--- src/rtl/z80_arb_pkg.sv ---
// rtl/z80_arb_pkg.sv - shared types and helpers for the Z80 bus-request arbiter
package z80_arb_pkg;

  localparam int MAX_NREQ    = 8;
  localparam int OWNER_W_MAX = 3;

  typedef enum logic [2:0] {
    IDLE,
    REQ,
    GRANT,
    RELEASE,
    GAP
  } arb_state_t;

  // Owner index width; a single master still gets a 1-bit field.
  function automatic int owner_w(input int n);
    return (n > 1) ? $clog2(n) : 1;
  endfunction

  function automatic logic [MAX_NREQ-1:0] onehot(input logic [OWNER_W_MAX-1:0] idx);
    logic [MAX_NREQ-1:0] v;
    v      = '0;
    v[idx] = 1'b1;
    return v;
  endfunction

endpackage

--- src/rtl/rr_pick.sv ---
// rtl/rr_pick.sv - combinational round-robin picker: first set request at or after ptr
module rr_pick #(
  parameter int NREQ = 2,
  parameter int OW   = 1
) (
  input  logic [NREQ-1:0] req,
  input  logic [OW-1:0]   ptr,
  output logic            valid,
  output logic [OW-1:0]   idx
);

  logic [OW-1:0] w_cand;

  // Scan from farthest to nearest so the candidate closest to ptr wins.
  always_comb begin
    valid  = 1'b0;
    idx    = '0;
    w_cand = '0;
    for (int k = NREQ - 1; k >= 0; k--) begin
      w_cand = OW'((int'(ptr) + k) % NREQ);
      if (req[w_cand]) begin
        valid = 1'b1;
        idx   = w_cand;
      end
    end
  end

endmodule

--- src/rtl/z80_bus_arbiter.sv ---
// rtl/z80_bus_arbiter.sv - round-robin owner of the Z80 nBUSRQ/nBUSACK handshake
module z80_bus_arbiter
  import z80_arb_pkg::*;
#(
  parameter int NREQ     = 2,
  parameter int MAX_HOLD = 64,
  parameter int MIN_CPU  = 4
) (
  input  logic                        CLK,
  input  logic                        RESET,
  input  logic [NREQ-1:0]             req,
  input  logic                        nBUSACK,
  output logic                        nBUSRQ,
  output logic [NREQ-1:0]             grant,
  output logic                        bus_oe,
  output logic [owner_w(NREQ)-1:0]    owner,
  output logic                        preempt
);

  localparam int OW = owner_w(NREQ);
  localparam int HW = $clog2(MAX_HOLD + 1);
  localparam int GW = $clog2(MIN_CPU + 1);

  arb_state_t      r_state;
  logic [OW-1:0]   r_winner;
  logic [OW-1:0]   r_ptr;
  logic [HW-1:0]   r_hold_cnt;
  logic [GW-1:0]   r_gap_cnt;
  logic            r_busrq_n;
  logic [NREQ-1:0] r_grant;
  logic            r_bus_oe;
  logic [OW-1:0]   r_owner;
  logic            r_preempt;

  arb_state_t      w_state_nxt;
  logic [OW-1:0]   w_winner_nxt;
  logic [OW-1:0]   w_ptr_nxt;
  logic [HW-1:0]   w_hold_nxt;
  logic [GW-1:0]   w_gap_nxt;
  logic            w_busrq_n_nxt;
  logic [NREQ-1:0] w_grant_nxt;
  logic            w_bus_oe_nxt;
  logic [OW-1:0]   w_owner_nxt;
  logic            w_preempt_nxt;

  logic            w_pick_valid;
  logic [OW-1:0]   w_pick_idx;
  logic            w_expire;

  rr_pick #(
    .NREQ (NREQ),
    .OW   (OW)
  ) u_pick (
    .req   (req),
    .ptr   (r_ptr),
    .valid (w_pick_valid),
    .idx   (w_pick_idx)
  );

  assign w_expire = (r_hold_cnt == HW'(MAX_HOLD - 1));

  always_ff @(posedge CLK) begin
    if (RESET) begin
      r_state    <= IDLE;
      r_winner   <= '0;
      r_ptr      <= '0;
      r_hold_cnt <= '0;
      r_gap_cnt  <= '0;
      r_busrq_n  <= 1'b1;
      r_grant    <= '0;
      r_bus_oe   <= 1'b0;
      r_owner    <= '0;
      r_preempt  <= 1'b0;
    end else begin
      r_state    <= w_state_nxt;
      r_winner   <= w_winner_nxt;
      r_ptr      <= w_ptr_nxt;
      r_hold_cnt <= w_hold_nxt;
      r_gap_cnt  <= w_gap_nxt;
      r_busrq_n  <= w_busrq_n_nxt;
      r_grant    <= w_grant_nxt;
      r_bus_oe   <= w_bus_oe_nxt;
      r_owner    <= w_owner_nxt;
      r_preempt  <= w_preempt_nxt;
    end
  end

  always_comb begin
    w_state_nxt   = r_state;
    w_winner_nxt  = r_winner;
    w_ptr_nxt     = r_ptr;
    w_hold_nxt    = r_hold_cnt;
    w_gap_nxt     = r_gap_cnt;
    w_busrq_n_nxt = r_busrq_n;
    w_grant_nxt   = r_grant;
    w_bus_oe_nxt  = r_bus_oe;
    w_owner_nxt   = r_owner;
    w_preempt_nxt = 1'b0;
    case (r_state)
      IDLE: begin
        if (w_pick_valid) begin
          w_winner_nxt  = w_pick_idx;
          w_busrq_n_nxt = 1'b0;
          w_state_nxt   = REQ;
        end
      end
      REQ: begin
        // A requester that gives up before the ack aborts the whole request.
        if (!req[r_winner]) begin
          w_busrq_n_nxt = 1'b1;
          w_state_nxt   = RELEASE;
        end else if (!nBUSACK) begin
          w_grant_nxt  = NREQ'(onehot(OWNER_W_MAX'(r_winner)));
          w_bus_oe_nxt = 1'b1;
          w_owner_nxt  = r_winner;
          w_hold_nxt   = '0;
          w_state_nxt  = GRANT;
        end
      end
      GRANT: begin
        if (!req[r_owner] || w_expire) begin
          w_grant_nxt   = '0;
          w_bus_oe_nxt  = 1'b0;
          w_busrq_n_nxt = 1'b1;
          w_ptr_nxt     = (r_owner == OW'(NREQ - 1)) ? '0 : r_owner + OW'(1);
          w_preempt_nxt = req[r_owner];
          w_state_nxt   = RELEASE;
        end else begin
          w_hold_nxt = r_hold_cnt + HW'(1);
        end
      end
      RELEASE: begin
        if (nBUSACK) begin
          w_gap_nxt   = '0;
          w_state_nxt = GAP;
        end
      end
      GAP: begin
        if (r_gap_cnt == GW'(MIN_CPU - 1)) begin
          w_state_nxt = IDLE;
        end else begin
          w_gap_nxt = r_gap_cnt + GW'(1);
        end
      end
      default: w_state_nxt = IDLE;
    endcase
  end

  assign nBUSRQ  = r_busrq_n;
  assign grant   = r_grant;
  assign bus_oe  = r_bus_oe;
  assign owner   = r_owner;
  assign preempt = r_preempt;

endmodule

--- config.mk ---
export PLATFORM = sky130hd
export DESIGN_NAME = z80_bus_arbiter
export DESIGN_NICKNAME = d
export VERILOG_FILES = /design/src/rtl/z80_arb_pkg.sv /design/src/rtl/rr_pick.sv /design/src/rtl/z80_bus_arbiter.sv
export SDC_FILE = /design/constraint.sdc
export NUM_CORES = 1
export LEC_CHECK = 0
export BUFFER_PORTS_ARGS = -buffer_cell sky130_fd_sc_hd__buf_2
export CAP_MARGIN = 20
export CORE_MARGIN = 4
export CORE_UTILIZATION = 50
export DETAILED_ROUTE_END_ITERATION = 8
export PLACE_DENSITY = 0.78
export SLEW_MARGIN = 20
export SYNTH_ARGS = -nofsm -noshare
export SYNTH_HDL_FRONTEND = slang
export SYNTH_SLANG_ARGS = --single-unit
--- constraint.sdc ---
create_clock -name CLK -period 2.3 [get_ports CLK]
set_clock_uncertainty 0.1 [all_clocks]
set_input_delay 0.115 -clock CLK [delete_from_list [all_inputs] [get_ports CLK]]
set_output_delay 0.115 -clock CLK [all_outputs]
set_load 0.05 [all_outputs]
# Word level (Yosys, flattened, before mapping)
# Cells that the tools add are included.
# word_totals
mem_count	0
mem_bits_rw	0
reg_bits	21
in_bits	5
romBits	0
elab_cells	96
latchBits	0
output_inout_bits	6
# classes
eq_ne	16
mul	0
bitwise_logic	3
shifts	0
n_lt_le_gt_ge	6
n_reduce_logical	16
n_mux	41
addsub	4
n_div	0
# op_table
op	count
two-way mux 3 bit	8
two-way mux 7 bit	3
two-way mux 1 bit	20
inequality test 2 bit, second input constant	8
one-hot mux 3 bit (5 select lines)	1
one-hot mux 7 bit (2 select lines)	1
AND reduction 4 bit	3
equality test 3 x 2 -> 1 bit, second input constant	3
< comparator 1 x 2 -> 1 bit, second input constant	4
adder 7 x 1 -> 7 bit, second input constant	1
equality test 7 x 6 -> 1 bit, second input constant	1
two-way mux 2 bit	3
one-hot mux 3 bit (2 select lines)	1
AND reduction 3 bit	2
AND reduction 5 bit	1
< comparator 1 x 4 -> 1 bit, second input constant	1
one-hot mux 2 bit (2 select lines)	1
AND reduction 2 bit	2
nonzero test 2 bit	2
adder 3 x 1 -> 3 bit, second input constant	1
equality test 3 x 1 -> 1 bit, second input constant	1
equality test 3 bit, second input constant	1
zero test 3 bit	1
inequality test 3 bit, second input constant	1
other kinds (12)	15

# Longest topological paths before layout
# depth
word_depth	7
depth_mapped	6
mapped_depth_nobuf	5

# Modules after synthesis
# From an unflattened synthesis, not the netlist that was laid out.
# hier_totals
cells_unflattened	127
area_unflattened_um2	1102.3
# modules_own_cells
module	n_inst	seq_area_each_um2	area_per_inst_um2	cells_per_inst
z80_bus_arbiter	1	420.4	1084.8	124
rr_pick	1	0.0	17.5	3

# Worst setup path after synthesis
# Ideal clock, no wire load.
# synth_timing
kind	register to register
start	register r_owner, in the netlist owner
end	register r_ptr
slack_ns	0.511
stages_incl_launch_ff	5
arrival_ns	1.618
period_less_slack_ns	1.789
path_cell_list	dfxtp_1 -> mux2i_1 -> a21oi_1 -> or3_1 -> a21oi_1
# synth_via
elab_chain_len	5
elab_cells_between_ends	7
# synth_lines
element	line	rtl
start, declared	z80_bus_arbiter.sv:32	logic [OW-1:0] r_owner;
start signal, assigned	z80_bus_arbiter.sv:83	r_owner <= w_owner_nxt;
two-way mux 1 bit (not written as such) (2 in series)	z80_bus_arbiter.sv:121	if (!req[r_owner] || w_expire) begin
zero test 1 bit	z80_bus_arbiter.sv:121	
logical OR 1 bit	z80_bus_arbiter.sv:121	
AND reduction 2 bit (no line)	-	
end signal, assigned	z80_bus_arbiter.sv:77	r_ptr <= w_ptr_nxt;
end, declared	z80_bus_arbiter.sv:26	logic [OW-1:0] r_ptr;
# Parallel ways exist; a longest one is shown, timed or not. The select of a mux whose other input is x is not followed.
# A chain may end at the register's enable or synchronous reset.

# Worst setup path after layout
# layout_timing
start	register r_state[1]
end	register r_hold_cnt[5]
# layout_via
elab_chain_len	3
elab_cells_between_ends	8
# layout_lines
element	line	rtl
start, declared	z80_bus_arbiter.sv:24	arb_state_t r_state;
start signal, assigned	z80_bus_arbiter.sv:75	r_state <= w_state_nxt;
equality test 3 x 2 -> 1 bit / equality test 3 x 1 -> 1 bit (equally long branches)	z80_bus_arbiter.sv:99	case (r_state)
inequality test 2 bit (no line) / nonzero test 2 bit (equally long branches)	-	
AND reduction 4 bit (no line)	-	
end signal, assigned	z80_bus_arbiter.sv:78	r_hold_cnt <= w_hold_nxt;
end, declared	z80_bus_arbiter.sv:27	logic [HW-1:0] r_hold_cnt;
# Parallel ways exist; a longest one is shown, timed or not.

==> metrics.csv <==
metric;value;unit
cts_buffers;3;
synth-simple-area-share;25.3;%
maxSlewHeadroom;55.4;%
internal_power;529;uW
synth.avg_cell_area;8.66;um^2
swShare;33.8;%
dpl.hpwl;1520;um
drt-vias-per-instance;5.86;
critPathSlowestCell;or3b_1;
drt-total-wl;2070;um
ys_warn_count;0;
vias;931;
worstSetupEndpointType;register;
crit_type;register to register;
antenna_found_initial;0;
clock_sinks;21;
tns;0;ns
cts_hold_buf;0;
gp_congestion;0.844;
cts_resized;0;
drtIter0Drc;9;
whs;0.0556;ns
hold_start;req[1];
nFillCells;200;
cp_max_fo;12;
ys_seq_area_share;38.5;%
first_pass_iters;4;
fmax;0.495;GHz
synthCells;126;
die_h;54.7;um
synth_fp_nets;134;
start_util;54.0;%
grt_pass1_wl;3640;um
drive_gt1_share;13.6;%
routedWlPerCell;13.0;um
synth_seq_cells;21;
arrival;2.14;ns
p_clk_share;22.3;%
peakVddDrop;379;uV
reg2reg_slack;0.28;ns
grt_usage;16.3;%
status;completed;
dieArea;0.00299;mm^2
rows;16;
slowest_delay;0.55;ns
synth_top_family_by_area;simple AND/OR/NAND/NOR gates;
area_growth;5.73;%
crit_chain;or3b_1 > a211oi_4 > a41oi_1 > a311oi_1;
p_leak;0.000412;uW
worst_pin_slew;0.667;ns
diodes;0;
ios;11;
cts_tree;yes;
hold_viol_final;0;
portBuffers;10;
drv_cap;0;
p_switching;270;uW
cts_setup_buffers;0;
grt_pass1_vias;845;
synth_fa_ha_area_share;3.44;%
startpoint_type;register;
reg2reg_from;r_state[1]$_SDFFE_PP0P_;
finalPower;799;uW
core_area;0.00202;mm^2
powerDensity;693;mW/mm^2
gr-usage-met3;3.27;%
setup_viol;0;
register_area;420;um^2
syn_area;0.00109;mm^2
critPathBufInv;0;
sequentialPowerShare;52.5;%
grt_max_degree;23;
htree_levels;1;
slew_viol_final;0;
crit_path_start;r_state[1]$_SDFFE_PP0P_;
synth_mux_area_share;4.82;%
grt_use_met2;27.4;%
synth_compound_area_share;21.7;%
hold_path_class;input port to register;
cp.required;2.42;ns
die_x;54.7;um
fin_nets;141;
clkLatencyLatePin;0.30;ns
grt_setup_unrepaired;false;
gr-total-overflow;0;
timing.final.crit_share;87.8;%
yosysUniqueCellTypes;36;
synthXorXnorAreaFrac;0.803;%
drc;0;
clockRootBuffer;clkbuf_4;
combPwrFrac;25.2;%
top_usage_layer;met2;
use_met1;20.8;%
ant_nets;0;
critPathTopFamily;compound AO/OA/AOI/OAI gates;
cts_max_path_buffers;2;
multiInputGateArea;612;um^2
clk_pin_slew_worst_paths;0.11;ns
post-route-min-period;2.02;ns
layer usage:
metal	wire length, um	share of wire [%]
met4	23	1.1
met2	921	44
met3	66	3.2
met1	1060	51
met5	0	0
synthesized netlist by cell type (all sizes together):
| cell | number | area [um^2] |
|---|---|---|
| a211o | 1 | 8.76 |
| a211oi | 2 | 27.5 |
| a21oi | 16 | 80.1 |
| a311oi | 3 | 26.3 |
| a31oi | 3 | 18.8 |
| a32oi | 1 | 8.76 |
| a41oi | 1 | 8.76 |
| and3 | 2 | 12.5 |
| and3b | 1 | 8.76 |
| buf | 4 | 32.5 |
| clkbuf | 4 | 15.0 |
| dfxtp | 21 | 420 |
| ha | 3 | 37.5 |
| inv | 3 | 11.3 |
| mux2 | 2 | 22.5 |
| mux2i | 3 | 30.0 |
| nand2 | 11 | 41.3 |
| nand2b | 2 | 12.5 |
| nand3 | 5 | 25.0 |
| nand4b | 1 | 8.76 |
| nor2 | 7 | 26.3 |
| nor3 | 7 | 40.0 |
| nor3b | 4 | 30.0 |
| nor4 | 1 | 6.26 |
| o211ai | 1 | 7.51 |
| o21a | 1 | 7.51 |
| o21ai | 5 | 25.0 |
| o221a | 1 | 11.3 |
| o22ai | 1 | 6.26 |
| or3 | 3 | 18.8 |
| or3b | 4 | 35.0 |
| or4bb | 1 | 11.3 |
| xor2 | 1 | 8.76 |
power groups by stage:
stage	clock network, uW	logic, uW	registers, uW
2_1_floorplan	0	159	442
3_3_place_gp	0	197	426
3_5_place_dp	0	201	427
4_1_cts	179	202	420
5_1_grt	197	223	427
6_report	178	201	420
final timing paths:
kind	depth (start not counted)	endpoint
worst max-delay path	4	r_hold_cnt[5]$_SDFFE_PP0P_
worst min-delay path	3	r_winner$_SDFFE_PP0P_
worst max register to register	4	r_hold_cnt[5]$_SDFFE_PP0P_
worst min register to register	2	r_gap_cnt[2]$_SDFFE_PP0P_
cells by family (layout without fill, tap and decap cells):
logic type                 after synthesis  count (layout)
adders and majority gates                3               3
and+or+nand+nor                         49              49
DFF                                     21              21
muxes                                    5               5
buffers and inverters                   11              17
xor gates and xnor gates                 1               1
AOI/OAI and AO/OA                       36              36
layout make-up:
| cell class | count | area share (%) |
|---|---|---|
| Clock buffer | 4 | 2.28 |
| Inverter | 3 | 0.976 |
| Multi-Input combinational cell | 94 | 53.0 |
| Sequential cell | 21 | 36.4 |
| Tap cell | 27 | 2.93 |
| Timing Repair Buffer | 10 | 4.34 |
worst reg2reg max path, stage by stage, from the launching register on:
cell and delay (ns):
dfxtp_1 0.53, or3b_1 0.55, a211oi_4 0.35, a41oi_1 0.16, a311oi_1 0.25
cells in the final DEF, fill, tap and decap left out, types with 4 or more instances in the layout:
cell type,count
a21oi_1,16
buf_2,10
dfxtp_1,21
nand2_1,11
nand3_1,5
nor2_1,7
nor3_1,6
nor3b_1,4
o21ai_0,5
or3b_1,4
metrics by stage:
step / setup WS, ns / utilization [%] / cells / instance area [um^2]
floorplan: 0.511 / - / 126 / 1090
global placement: 0.389 / 55.8 / 155 / 1130
detailed placement: 0.308 / 55.8 / 155 / 1130
CTS: 0.289 / 57.1 / 159 / 1150
global route: 0.143 / 57.1 / 159 / 1150
finish: 0.280 / 57.1 / 159 / 1150
flip-flops by register name (all words and copies together), names as in the netlist:
| name | count |
|---|---|
| bus_oe | 1 |
| grant | 2 |
| nBUSRQ | 1 |
| owner | 1 |
| preempt | 1 |
| r_gap_cnt | 3 |
| r_hold_cnt | 7 |
| r_ptr | 1 |
| r_state | 3 |
| r_winner | 1 |
No activity file was read; power rests on OpenSTA's default activity.
